<file path="src/rtl/axi_ni_request_packetizer_if.sv">
// Request, AXI W and NoC flit signals of the initiator NI request packetizer.
// master drives requests/beats and accepts flits; slave is the packetizer.
interface axi_ni_request_packetizer_if #(
    parameter int FLIT_WIDTH = 32,
    parameter int AXIWDATAWD = 32,
    parameter int ADDRWD     = 32,
    parameter int ROUTEWD    = 12,
    parameter int BLEN_WD    = 5,
    parameter int INCR_WD    = 3,
    parameter int SEQ_WD     = 2,
    parameter int CMD_WD     = 3
);
    logic                      req_valid;
    logic                      req_ready;
    logic [CMD_WD-1:0]         command;
    logic [ADDRWD-1:0]         address;
    logic [BLEN_WD-1:0]        burst_length;
    logic [INCR_WD-1:0]        burst_increment;
    logic [SEQ_WD-1:0]         burst_sequence;
    logic                      burst_precise;
    logic [AXIWDATAWD/8-1:0]   byte_enables;
    logic [ROUTEWD-1:0]        route;
    logic [AXIWDATAWD-1:0]     wdata;
    logic [AXIWDATAWD/8-1:0]   wstrb;
    logic                      wlast;
    logic                      wvalid;
    logic                      wready;
    logic [FLIT_WIDTH-1:0]     flit_out;
    logic                      flit_valid;
    logic                      flit_ready;
    logic                      proto_err;

    modport master (
        output req_valid, command, address, burst_length,
        output burst_increment, burst_sequence, burst_precise,
        output byte_enables, route,
        output wdata, wstrb, wlast, wvalid, flit_ready,
        input  req_ready, wready, flit_out, flit_valid, proto_err
    );

    modport slave (
        input  req_valid, command, address, burst_length,
        input  burst_increment, burst_sequence, burst_precise,
        input  byte_enables, route,
        input  wdata, wstrb, wlast, wvalid, flit_ready,
        output req_ready, wready, flit_out, flit_valid, proto_err
    );
endinterface

</file>
<file path="src/rtl/axi_ni_request_packetizer.sv">
// Serialises one encoded AXI request (and its W beats for writes) into
// header/body/tail NoC flits through a single registered output stage.
module axi_ni_request_packetizer #(
    parameter int FLIT_WIDTH = 32,
    parameter int AXIWDATAWD = 32,
    parameter int ADDRWD     = 32,
    parameter int ROUTEWD    = 12,
    parameter int BLEN_WD    = 5,
    parameter int INCR_WD    = 3,
    parameter int SEQ_WD     = 2,
    parameter int CMD_WD     = 3,
    parameter logic [CMD_WD-1:0] PACKETCMDWRNP = CMD_WD'(1)
) (
    input logic                    clock,
    input logic                    reset,
    axi_ni_request_packetizer_if.slave bus
);
    localparam int FTYPEWD    = 2;
    localparam int BASE_WIDTH = FLIT_WIDTH - FTYPEWD;
    localparam int STRBWD     = AXIWDATAWD / 8;
    localparam int WORDWD     = AXIWDATAWD + STRBWD;
    localparam int DATA_FLITS = (WORDWD + BASE_WIDTH - 1) / BASE_WIDTH;
    localparam int PADWD      = DATA_FLITS * BASE_WIDTH;
    localparam int HOLDWD     = (DATA_FLITS > 1) ? PADWD - BASE_WIDTH : 1;
    localparam int SUB_WD     = (DATA_FLITS > 1) ? $clog2(DATA_FLITS) : 1;
    localparam int BEATWD     = BLEN_WD + 1;

    localparam logic [1:0] FT_HEAD = 2'b10;
    localparam logic [1:0] FT_BODY = 2'b00;
    localparam logic [1:0] FT_TAIL = 2'b01;

    typedef enum logic [2:0] {
        IDLE,
        HDR0,
        HDR1,
        HDR2,
        WDATA
    } state_e;

    state_e                  state_q, state_d;
    logic [BASE_WIDTH-1:0]   h0_q, h0_d;
    logic [BASE_WIDTH-1:0]   h1_q, h1_d;
    logic [BASE_WIDTH-1:0]   h2_q, h2_d;
    logic                    is_wr_q, is_wr_d;
    logic [BEATWD-1:0]       beats_q, beats_d;
    logic [SUB_WD-1:0]       sub_q, sub_d;
    logic [HOLDWD-1:0]       hold_q, hold_d;
    logic [FLIT_WIDTH-1:0]   flit_q, flit_d;
    logic                    flit_valid_q, flit_valid_d;
    logic                    req_ready_q, req_ready_d;
    logic                    proto_err_q, proto_err_d;

    logic                    load;
    logic                    wready_c;
    logic                    fin;
    logic                    last_sub;
    logic [PADWD-1:0]        word;
    logic [BASE_WIDTH-1:0]   sub_payload;

    always_comb begin
        state_d      = state_q;
        h0_d         = h0_q;
        h1_d         = h1_q;
        h2_d         = h2_q;
        is_wr_d      = is_wr_q;
        beats_d      = beats_q;
        sub_d        = sub_q;
        hold_d       = hold_q;
        flit_d       = flit_q;
        proto_err_d  = proto_err_q;
        wready_c     = 1'b0;
        load         = !flit_valid_q || bus.flit_ready;
        flit_valid_d = flit_valid_q && !bus.flit_ready;
        word         = PADWD'({bus.wstrb, bus.wdata});
        fin          = (beats_q == BEATWD'(1));
        last_sub     = (sub_q == SUB_WD'(DATA_FLITS - 1));
        sub_payload  = '0;
        for (int k = 1; k < DATA_FLITS; k++) begin
            if (int'(sub_q) == k) begin
                sub_payload = hold_q[(k-1)*BASE_WIDTH +: BASE_WIDTH];
            end
        end

        unique case (state_q)
            IDLE: begin
                if (bus.req_valid && req_ready_q) begin
                    h0_d = BASE_WIDTH'({bus.command, bus.burst_length,
                                        bus.burst_sequence,
                                        bus.burst_increment,
                                        bus.burst_precise, 4'b0,
                                        bus.route});
                    h1_d = bus.address[BASE_WIDTH-1:0];
                    h2_d = BASE_WIDTH'({bus.byte_enables,
                                        bus.address[ADDRWD-1:BASE_WIDTH]});
                    is_wr_d = (bus.command == PACKETCMDWRNP);
                    // burst_length of 0 encodes the full 2^BLEN_WD beats
                    beats_d = {bus.burst_length == '0, bus.burst_length};
                    state_d = HDR0;
                end
            end
            HDR0: begin
                if (load) begin
                    flit_d       = {FT_HEAD, h0_q};
                    flit_valid_d = 1'b1;
                    state_d      = HDR1;
                end
            end
            HDR1: begin
                if (load) begin
                    flit_d       = {FT_BODY, h1_q};
                    flit_valid_d = 1'b1;
                    state_d      = HDR2;
                end
            end
            HDR2: begin
                if (load) begin
                    flit_d       = {is_wr_q ? FT_BODY : FT_TAIL, h2_q};
                    flit_valid_d = 1'b1;
                    sub_d        = '0;
                    state_d      = is_wr_q ? WDATA : IDLE;
                end
            end
            WDATA: begin
                if (load) begin
                    if (sub_q == '0) begin
                        wready_c = 1'b1;
                        if (bus.wvalid) begin
                            hold_d  = word[PADWD-1 -: HOLDWD];
                            beats_d = beats_q - BEATWD'(1);
                            if (bus.wlast != fin) begin
                                proto_err_d = 1'b1;
                            end
                            flit_d = {(fin && DATA_FLITS == 1) ?
                                      FT_TAIL : FT_BODY,
                                      word[BASE_WIDTH-1:0]};
                            flit_valid_d = 1'b1;
                            if (DATA_FLITS == 1) begin
                                if (fin) state_d = IDLE;
                            end else begin
                                sub_d = SUB_WD'(1);
                            end
                        end
                    end else begin
                        flit_d = {(last_sub && beats_q == '0) ?
                                  FT_TAIL : FT_BODY, sub_payload};
                        flit_valid_d = 1'b1;
                        sub_d = last_sub ? '0 : sub_q + SUB_WD'(1);
                        if (last_sub && beats_q == '0) begin
                            state_d = IDLE;
                        end
                    end
                end
            end
            default: state_d = IDLE;
        endcase

        req_ready_d = (state_d == IDLE);
    end

    always_ff @(posedge clock or negedge reset) begin
        if (!reset) begin
            state_q      <= IDLE;
            h0_q         <= '0;
            h1_q         <= '0;
            h2_q         <= '0;
            is_wr_q      <= 1'b0;
            beats_q      <= '0;
            sub_q        <= '0;
            hold_q       <= '0;
            flit_q       <= '0;
            flit_valid_q <= 1'b0;
            req_ready_q  <= 1'b0;
            proto_err_q  <= 1'b0;
        end else begin
            state_q      <= state_d;
            h0_q         <= h0_d;
            h1_q         <= h1_d;
            h2_q         <= h2_d;
            is_wr_q      <= is_wr_d;
            beats_q      <= beats_d;
            sub_q        <= sub_d;
            hold_q       <= hold_d;
            flit_q       <= flit_d;
            flit_valid_q <= flit_valid_d;
            req_ready_q  <= req_ready_d;
            proto_err_q  <= proto_err_d;
        end
    end

    assign bus.req_ready  = req_ready_q;
    assign bus.wready     = wready_c;
    assign bus.flit_out   = flit_q;
    assign bus.flit_valid = flit_valid_q;
    assign bus.proto_err  = proto_err_q;
endmodule

</file>
<file path="src/flat_wrapper.sv">
// flat-port wrapper written by rule: the top's interface ports become plain ports
module axi_ni_request_packetizer_flat 
#(
    parameter int FLIT_WIDTH = 32,
    parameter int AXIWDATAWD = 32,
    parameter int ADDRWD     = 32,
    parameter int ROUTEWD    = 12,
    parameter int BLEN_WD    = 5,
    parameter int INCR_WD    = 3,
    parameter int SEQ_WD     = 2,
    parameter int CMD_WD     = 3,
    parameter logic [CMD_WD-1:0] PACKETCMDWRNP = CMD_WD'(1)
)
  (clock, reset, bus_req_valid, bus_command, bus_address, bus_burst_length, bus_burst_increment, bus_burst_sequence, bus_burst_precise, bus_byte_enables, bus_route, bus_wdata, bus_wstrb, bus_wlast, bus_wvalid, bus_flit_ready, bus_req_ready, bus_wready, bus_flit_out, bus_flit_valid, bus_proto_err);
  axi_ni_request_packetizer_if #(.FLIT_WIDTH(FLIT_WIDTH), .AXIWDATAWD(AXIWDATAWD), .ADDRWD(ADDRWD), .ROUTEWD(ROUTEWD), .BLEN_WD(BLEN_WD), .INCR_WD(INCR_WD), .SEQ_WD(SEQ_WD), .CMD_WD(CMD_WD)) bus_i ();
  input logic clock;
  input logic reset;
  input wire logic [$bits(bus_i.req_valid)-1:0] bus_req_valid;
  input wire logic [$bits(bus_i.command)-1:0] bus_command;
  input wire logic [$bits(bus_i.address)-1:0] bus_address;
  input wire logic [$bits(bus_i.burst_length)-1:0] bus_burst_length;
  input wire logic [$bits(bus_i.burst_increment)-1:0] bus_burst_increment;
  input wire logic [$bits(bus_i.burst_sequence)-1:0] bus_burst_sequence;
  input wire logic [$bits(bus_i.burst_precise)-1:0] bus_burst_precise;
  input wire logic [$bits(bus_i.byte_enables)-1:0] bus_byte_enables;
  input wire logic [$bits(bus_i.route)-1:0] bus_route;
  input wire logic [$bits(bus_i.wdata)-1:0] bus_wdata;
  input wire logic [$bits(bus_i.wstrb)-1:0] bus_wstrb;
  input wire logic [$bits(bus_i.wlast)-1:0] bus_wlast;
  input wire logic [$bits(bus_i.wvalid)-1:0] bus_wvalid;
  input wire logic [$bits(bus_i.flit_ready)-1:0] bus_flit_ready;
  output wire logic [$bits(bus_i.req_ready)-1:0] bus_req_ready;
  output wire logic [$bits(bus_i.wready)-1:0] bus_wready;
  output wire logic [$bits(bus_i.flit_out)-1:0] bus_flit_out;
  output wire logic [$bits(bus_i.flit_valid)-1:0] bus_flit_valid;
  output wire logic [$bits(bus_i.proto_err)-1:0] bus_proto_err;
  assign bus_i.req_valid = bus_req_valid;
  assign bus_i.command = bus_command;
  assign bus_i.address = bus_address;
  assign bus_i.burst_length = bus_burst_length;
  assign bus_i.burst_increment = bus_burst_increment;
  assign bus_i.burst_sequence = bus_burst_sequence;
  assign bus_i.burst_precise = bus_burst_precise;
  assign bus_i.byte_enables = bus_byte_enables;
  assign bus_i.route = bus_route;
  assign bus_i.wdata = bus_wdata;
  assign bus_i.wstrb = bus_wstrb;
  assign bus_i.wlast = bus_wlast;
  assign bus_i.wvalid = bus_wvalid;
  assign bus_i.flit_ready = bus_flit_ready;
  assign bus_req_ready = bus_i.req_ready;
  assign bus_wready = bus_i.wready;
  assign bus_flit_out = bus_i.flit_out;
  assign bus_flit_valid = bus_i.flit_valid;
  assign bus_proto_err = bus_i.proto_err;
  axi_ni_request_packetizer #(.FLIT_WIDTH(FLIT_WIDTH), .AXIWDATAWD(AXIWDATAWD), .ADDRWD(ADDRWD), .ROUTEWD(ROUTEWD), .BLEN_WD(BLEN_WD), .INCR_WD(INCR_WD), .SEQ_WD(SEQ_WD), .CMD_WD(CMD_WD), .PACKETCMDWRNP(PACKETCMDWRNP)) u_core (.clock(clock), .reset(reset), .bus(bus_i));
endmodule
</file>
<file path="config.mk">
export PLATFORM = sky130hd
export DESIGN_NAME = axi_ni_request_packetizer_flat
export DESIGN_NICKNAME = d
export VERILOG_FILES = /design/src/rtl/axi_ni_request_packetizer_if.sv /design/src/rtl/axi_ni_request_packetizer.sv /design/src/flat_wrapper.sv
export SDC_FILE = /design/constraint.sdc
export NUM_CORES = 1
export LEC_CHECK = 0
export CAP_MARGIN = 15
export CORE_MARGIN = 2
export CORE_UTILIZATION = 50
export DETAILED_ROUTE_END_ITERATION = 8
export DONT_BUFFER_PORTS = 1
export PLACE_DENSITY_LB_ADDON = 0.2
export SLEW_MARGIN = 30
export SYNTH_ARGS = -nofsm -noshare
export SYNTH_HDL_FRONTEND = slang
export SYNTH_SLANG_ARGS = --single-unit
export TNS_END_PERCENT = 100
</file>
<file path="constraint.sdc">
create_clock -name clock -period 5.6 [get_ports clock]
set_clock_uncertainty 0.2 [all_clocks]
set_input_delay 0.56 -clock clock [delete_from_list [all_inputs] [get_ports clock]]
set_output_delay 0.56 -clock clock [all_outputs]
set_load 0.03 [all_outputs]
</file>
==> flow_summary.yaml, run 1 <==
yosys:
  synth_edf_count: 0
  synth_seq_cells: 114
  syn_nets: 513
  synthFlopType: "dfrtp_1"
  ys_warn_count: 0
  synth_top_area_frac: 0.5588
  synth.cell_area_um2: 5105
  synthCells: 406
  syn_area_per_cell_um2: 12.57
  ys_seq_area_frac: 0.5588
  yosysUniqueCellTypes: 44
  synth.area.top_cells: "dfrtp_1, mux2_2, a222oi_1, mux2i_1, a21oi_1"
  yosysTopAreaCell: "dfrtp_1"
  synth-async-reset-ratio: 1.000
detailed_routing:
  final_antenna_net_count: 0
  drcViolationCount: 0
  vias_per_cell: 6.011
  dr.pass1.iters: 6
  finalWirelength_um: 12840
  vias: 3697
  wl_per_cell_um: 20.88
  drt_iter0_drc: 419
cts:
  clockBufferDepth: 2
  root_buffer: "clkbuf_8"
  ctsHtreeMaxLevel: 4
  cts.sink_count: 114
  insertion_delay_ns: 0.52
  clkSlewWorstSetupHoldPaths_ns: 0.06
  cts_buffers: 17
  cts_tree: "built"
worst_setup_path:
  crit_chain: "or3b_1 -> o21ai_4 -> nand2_2 -> mux2_4"
  r2r_end: "u_core.bus.flit_out[14]$_DFFE_PN0P_"
  r2r_slack_ns: 2.57
  crit_fanout: 18
  reg2reg_from: "u_core.state_q[0]$_DFF_PN0_"
  crit_path_start_kind: "flip-flop"
  slowest_stage: "or3b_1"
  end_kind: "flip-flop"
  cp.required_ns: 5.80
  reg2reg_depth: 4
  worst-setup-path-type: "flip-flop to flip-flop"
  critPathTopFamily: "simple AND/OR/NAND/NOR gates"
  arrival_ns: 3.23
  slowest_delay_ns: 0.76
  cp.buffers_inverters: 0
worst_hold_path:
  hp-start: "bus_burst_length[4]"
  hold_depth: 2
  holdPathEnd: "u_core.beats_q[4]$_DFFE_PN0P_"
  hold_path.class: "input port to flip-flop"
grt:
  grt_pass1_wl_um: 21130
  grt_pass1_vias: 4009
  grt_util_all_layers: 0.2491
  grt.overflow.total: 0
  antenna_found_initial: 0
  grt_max_degree: 115
job:
  max_cap_viol_count: 0
timing:
  slew_viol_final: 0
  period_needed_ns: 3.030
  tns_ns: 0
  fmax_mhz: 330.0
  rsz0062_at_grt: "false"
  post-route-period-util: 0.5410
  hold_viol: 0
  maxSlewHeadroom: 0.4541
  setup_viol: 0
  worst_pin_slew_ns: 0.8189
finish:
  layout_common_cells: "dfrtp_1, dlygate4sd3_1, mux2_2"
  final_cell_area_um2: 6528
  fill_cells: 741
  seqCellArea_um2: 2853
  diodes: 0
  drive_above_1_share: 0.2303
  syn_to_final_growth_pct: 27.87
  multiInputGateArea_um2: 2103
  layout_commonest_cell: "dfrtp_1"
  finalNonFillerCells: 615
  fin_nets: 576
floorplan:
  num_rows: 36
  die_width_um: 105.0
  io_pins: 140
  die_h_um: 105.0
  coreArea_um2: 9864
  fp.dieArea_um2: 11030
  start_util: 0.5175
pwr:
  leakagePower_nw: 2.742
  vdd_drop_max_mv: 0.3771
  power.density_nw_per_um2: 635.9
placement:
  hpwlAfterDp_um: 7710
  port_buffers: 0
  gp_congestion: 0.7885
  dp_cells: 513
  post_dp_cell_area_um2: 5210
run_status:
  outcome: "completed"
-- repair_timing --
item / 4_1_cts / 5_1_grt
buffers inserted: 0 / 0
hold buffers: 70 / 0
resized for setup: 0 / 0
hold endpoints to repair: 184 / 0
-- synthesized netlist by cell type (2+ instances only) --
master and n:
and3_1 2, a222oi_1 20, mux2_1 5, o2bb2ai_1 4, nand2b_1 3, a31oi_1 22
clkbuf_1 15, buf_1 2, o22ai_1 6, nand3_1 4, a221oi_1 3, inv_1 6
a21oi_1 28, mux2_2 60, nor2b_1 2, mux2_4 7, nor2_1 9, dfrtp_1 114
o21ai_0 6, mux2i_1 15, nand2_1 23, nor3_1 7, a22o_1 4, buf_2 13
ha_1 3, nor3b_1 3, nor4_1 2, o21bai_1 2
-- cells by family after synthesis --
logic type      synth area share
flops                     0.5588
compound gates            0.1387
mux                       0.1934
simple gates             0.06495
buf+inv                  0.03333
fa+ha+maj               0.007354
xor+xnor                0.003432
-- routing by layer --
layer	up-vias	share of wire	global-route usage
met5	-	0	0
met2	158	0.48	0.3891
met3	28	0.087	0.1073
li1	1667	-	-
met1	1844	0.41	0.3056
met4	0	0.022	0.09714
-- state kept, by name, summed over array words and instances, names as in the netlist --
signal,cells
u_core.state_q,3
u_core.h1_q,30
u_core.beats_q,6
u_core.last_sub,1
u_core.h2_q,6
u_core.bus.flit_out,32
u_core.h0_q,26
u_core.hold_q,6
u_core.bus.req_ready,1
u_core.bus.proto_err,1
u_core.bus.flit_valid,1
u_core.is_wr_q,1
-- how the worst max path moves through the flow --
stage | slack [ns] | start | cells after the start | endpoint
2_1_floorplan | 3.26 | bus_flit_ready | 4 | bus_wready
3_3_place_gp | 2.06 | u_core.state_q[0]$_DFF_PN0_ | 4 | u_core.bus.flit_out[5]$_DFFE_PN0P_
3_5_place_dp | 2.57 | u_core.state_q[0]$_DFF_PN0_ | 4 | u_core.bus.flit_out[13]$_DFFE_PN0P_
4_1_cts | 2.55 | u_core.state_q[0]$_DFF_PN0_ | 3 | bus_wready
5_1_grt | 2.35 | u_core.state_q[0]$_DFF_PN0_ | 4 | u_core.bus.flit_out[15]$_DFFE_PN0P_
6_report | 2.57 | u_core.state_q[0]$_DFF_PN0_ | 4 | u_core.bus.flit_out[14]$_DFFE_PN0P_
-- power breakdown --
| part | total, mW | leakage [nW] | internal, mW | switching, mW |
|---|---|---|---|---|
| Sequential | 1.81 | 1.37 | 1.24 | 0.574 |
| Clock | 1.10 | 0.291 | 0.729 | 0.371 |
| Combinational | 1.24 | 1.08 | 0.653 | 0.586 |
-- metrics by stage --
stage / hold WS, ns / worst slack [ns] / util / power [mW]
after global placement: 0.06989 / 2.060 / 0.5249 / 2.907
after global routing: 0.05052 / 2.351 / 0.6617 / 4.401
after CTS: 0.02104 / 2.550 / 0.6617 / 4.156
after floorplan: 0.06441 / 3.259 / - / 2.690
final: 0.04364 / 2.570 / 0.6617 / 4.151
after detailed placement: 0.06939 / 2.574 / 0.5282 / 2.988
-- cell type report --
type                    count  area share
clock buffers              21     0.06728
clock inverters            11     0.02454
inverters                   6    0.003450
multi-input cells         254      0.3222
flip-flops and latches    114      0.4370
well taps                 133     0.02549
repair buffers             76      0.1200
Power figures use the tool's default switching activity.
==> run 2: changes to the inputs <==
==> constraint.sdc (replaced) <==
create_clock -name clock -period 2.75 [get_ports clock]
set_clock_uncertainty 0.2 [all_clocks]
set_input_delay 0.275 -clock clock [delete_from_list [all_inputs] [get_ports clock]]
set_output_delay 0.275 -clock clock [all_outputs]
set_load 0.03 [all_outputs]
==> run 2 against run 1 <==
Sequential share of layout area down 2.8 points. The flow now finishes with violations (negative hold slack). Die area unchanged. Critical path type is now flip-flop to output port. Largest power group unchanged. Worst setup slack worse by 2.4 ns.
==> flow_summary.yaml, run 2 (synthesis gave the netlist of run 1 again) <==
placement:
  gp_congestion: 0.7816
  hpwlAfterDp_um: 7911
  port_buffers: 0
  post_dp_cell_area_um2: 5253
timing:
  post-route-period-util: 0.9516
  worst_pin_slew_ns: 0.6275
  slew_viol_final: 0
  setup_viol: 0
  period_needed_ns: 2.617
  fmax_mhz: 382.1
  maxSlewHeadroom: 0.5812
  hold_viol: 114
  rsz0062_at_grt: "false"
  hold_slack_ns: -0.7381
  tns_ns: 0
floorplan:
  io_pins: 140
  die_width_um: 105.0
  num_rows: 36
  die_h_um: 105.0
  coreArea_um2: 9864
  fp.dieArea_um2: 11030
  start_util: 0.5175
finish:
  layout_common_cells: "dfrtp_1, dlygate4sd3_1, mux2_2"
  final_cell_area_um2: 6970
  layout_commonest_cell: "dfrtp_1"
  fin_nets: 619
  largest_reg_flops: 32
  drive_above_1_share: 0.2328
  diodes: 0
  utilization: 0.7066
  syn_to_final_growth_pct: 36.54
detailed_routing:
  wl_per_cell_um: 20.84
  dr_wl_met2_um: 6929
  vias_per_cell: 5.947
  vias: 3907
  drcViolationCount: 0
  dr_wl_met3_um: 1118
  wl_met1_um: 5366
  dr.pass1.iters: 8
  final_antenna_net_count: 0
  highest_layer: "met4"
  finalWirelength_um: 13690
  drt_iter0_drc: 341
pwr:
  leakagePower_nw: 2.948
  vdd_drop_max_mv: 0.8077
  power.density_nw_per_um2: 1267
  finalPower_mw: 8.828
grt:
  grt_util_all_layers: 0.2587
  grt_max_degree: 115
  grt.overflow.total: 0
  grt_pass1_vias: 4213
  antenna_found_initial: 0
  grt_pass1_wl_um: 21970
cts:
  clkSlewWorstSetupHoldPaths_ns: 0.06
  root_buffer: "clkbuf_8"
  cts_tree: "built"
  cts_buffers: 17
  cts_hold_buf: 104
  cts.sink_count: 114
  ctsHtreeMaxLevel: 4
  insertion_delay_ns: 0.51
  clockBufferDepth: 2
worst_setup_path:
  arrival_ns: 2.14
  crit_path_start_kind: "flip-flop"
  worst-setup-path-type: "flip-flop to output port"
  crit_fanout: 26
  end_kind: "output port"
  cp.required_ns: 2.28
worst_hold_path:
  hold_path.class: "input port to asynchronous set/reset pin"
job:
  max_cap_viol_count: 0
run_status:
  failed_checks: "negative hold slack"
  outcome: "complete, but fails checks"
-- run 2: cell types whose count changed in the layout (fill, tap and decap cells not counted), sizes merged --
cell         before  now
buf               7   15
bufinv            4    5
clkinv            5    2
dlygate4sd3      69  104
clkbuf           21   23
clkinvlp          2    1
-- run 2: worst max-delay path: stages, from the launching register on --
cell and delay [ns]:
dfrtp_1 0.59, nor4b_4 0.41, buf_6 0.29, and2_1 0.16, buf_4 0.15
-- run 2: routing by layer --
layer | up-vias | track usage
met5 | - | 0
met1 | 1938 | 0.3048
met4 | 0 | 0.1019
met2 | 189 | 0.4281
li1 | 1753 | -
met3 | 27 | 0.09732
-- run 2: power breakdown --
group | total [mW] | leakage, nW | internal, mW | switching [mW]
combinational | 2.67 | 1.25 | 1.42 | 1.26
sequential | 3.68 | 1.37 | 2.52 | 1.16
clock | 2.47 | 0.326 | 1.70 | 0.771
-- run 2: final cells by class --
class                      instances  area [um2]
fill                             650        2894
multi-input combinational        254        2103
clock buffer                      23       496.7
tap                              133       166.4
timing repair buffer             119        1157
clock inverter                     8       171.4
inverter                           6       22.52
sequential                       114        2853
-- run 2: timing repair --
item,CTS,global route
endpoints found under the hold margin,218,114
endpoints found under the setup margin,0,7
buffers inserted,0,0
gates resized for setup,0,2
-- run 2: through the flow --
step | setup slack, ns | instances
6_report | 0.1330 | 657
4_1_cts | 0.02242 | 657
5_1_grt | 0.02924 | 657
2_1_floorplan | 0.6741 | 406
3_3_place_gp | 0.4827 | 522
3_5_place_dp | 0.4057 | 522
-- run 2: final timing paths --
kind | to | slack (ns) | start | depth (start not counted)
min reg2reg | u_core.h1_q[29]$_DFFE_PN0P_ | 0.29 | u_core.h1_q[29]$_DFFE_PN0P_ | 1
max in group asynchronous | u_core.is_wr_q$_DFFE_PN0P_ | 2.84 | reset | 0
min in group clock | u_core.bus.req_ready$_DFF_PN0_ | 0.04 | bus_flit_ready | 3
max | bus_wready | 0.13 | u_core.last_sub$_DFFE_PN0P_ | 4
max reg2reg | u_core.hold_q[0]$_DFFE_PN0P_ | 0.14 | u_core.last_sub$_DFFE_PN0P_ | 6
min | u_core.bus.proto_err$_DFFE_PN0P_ | -0.74 | reset | 0
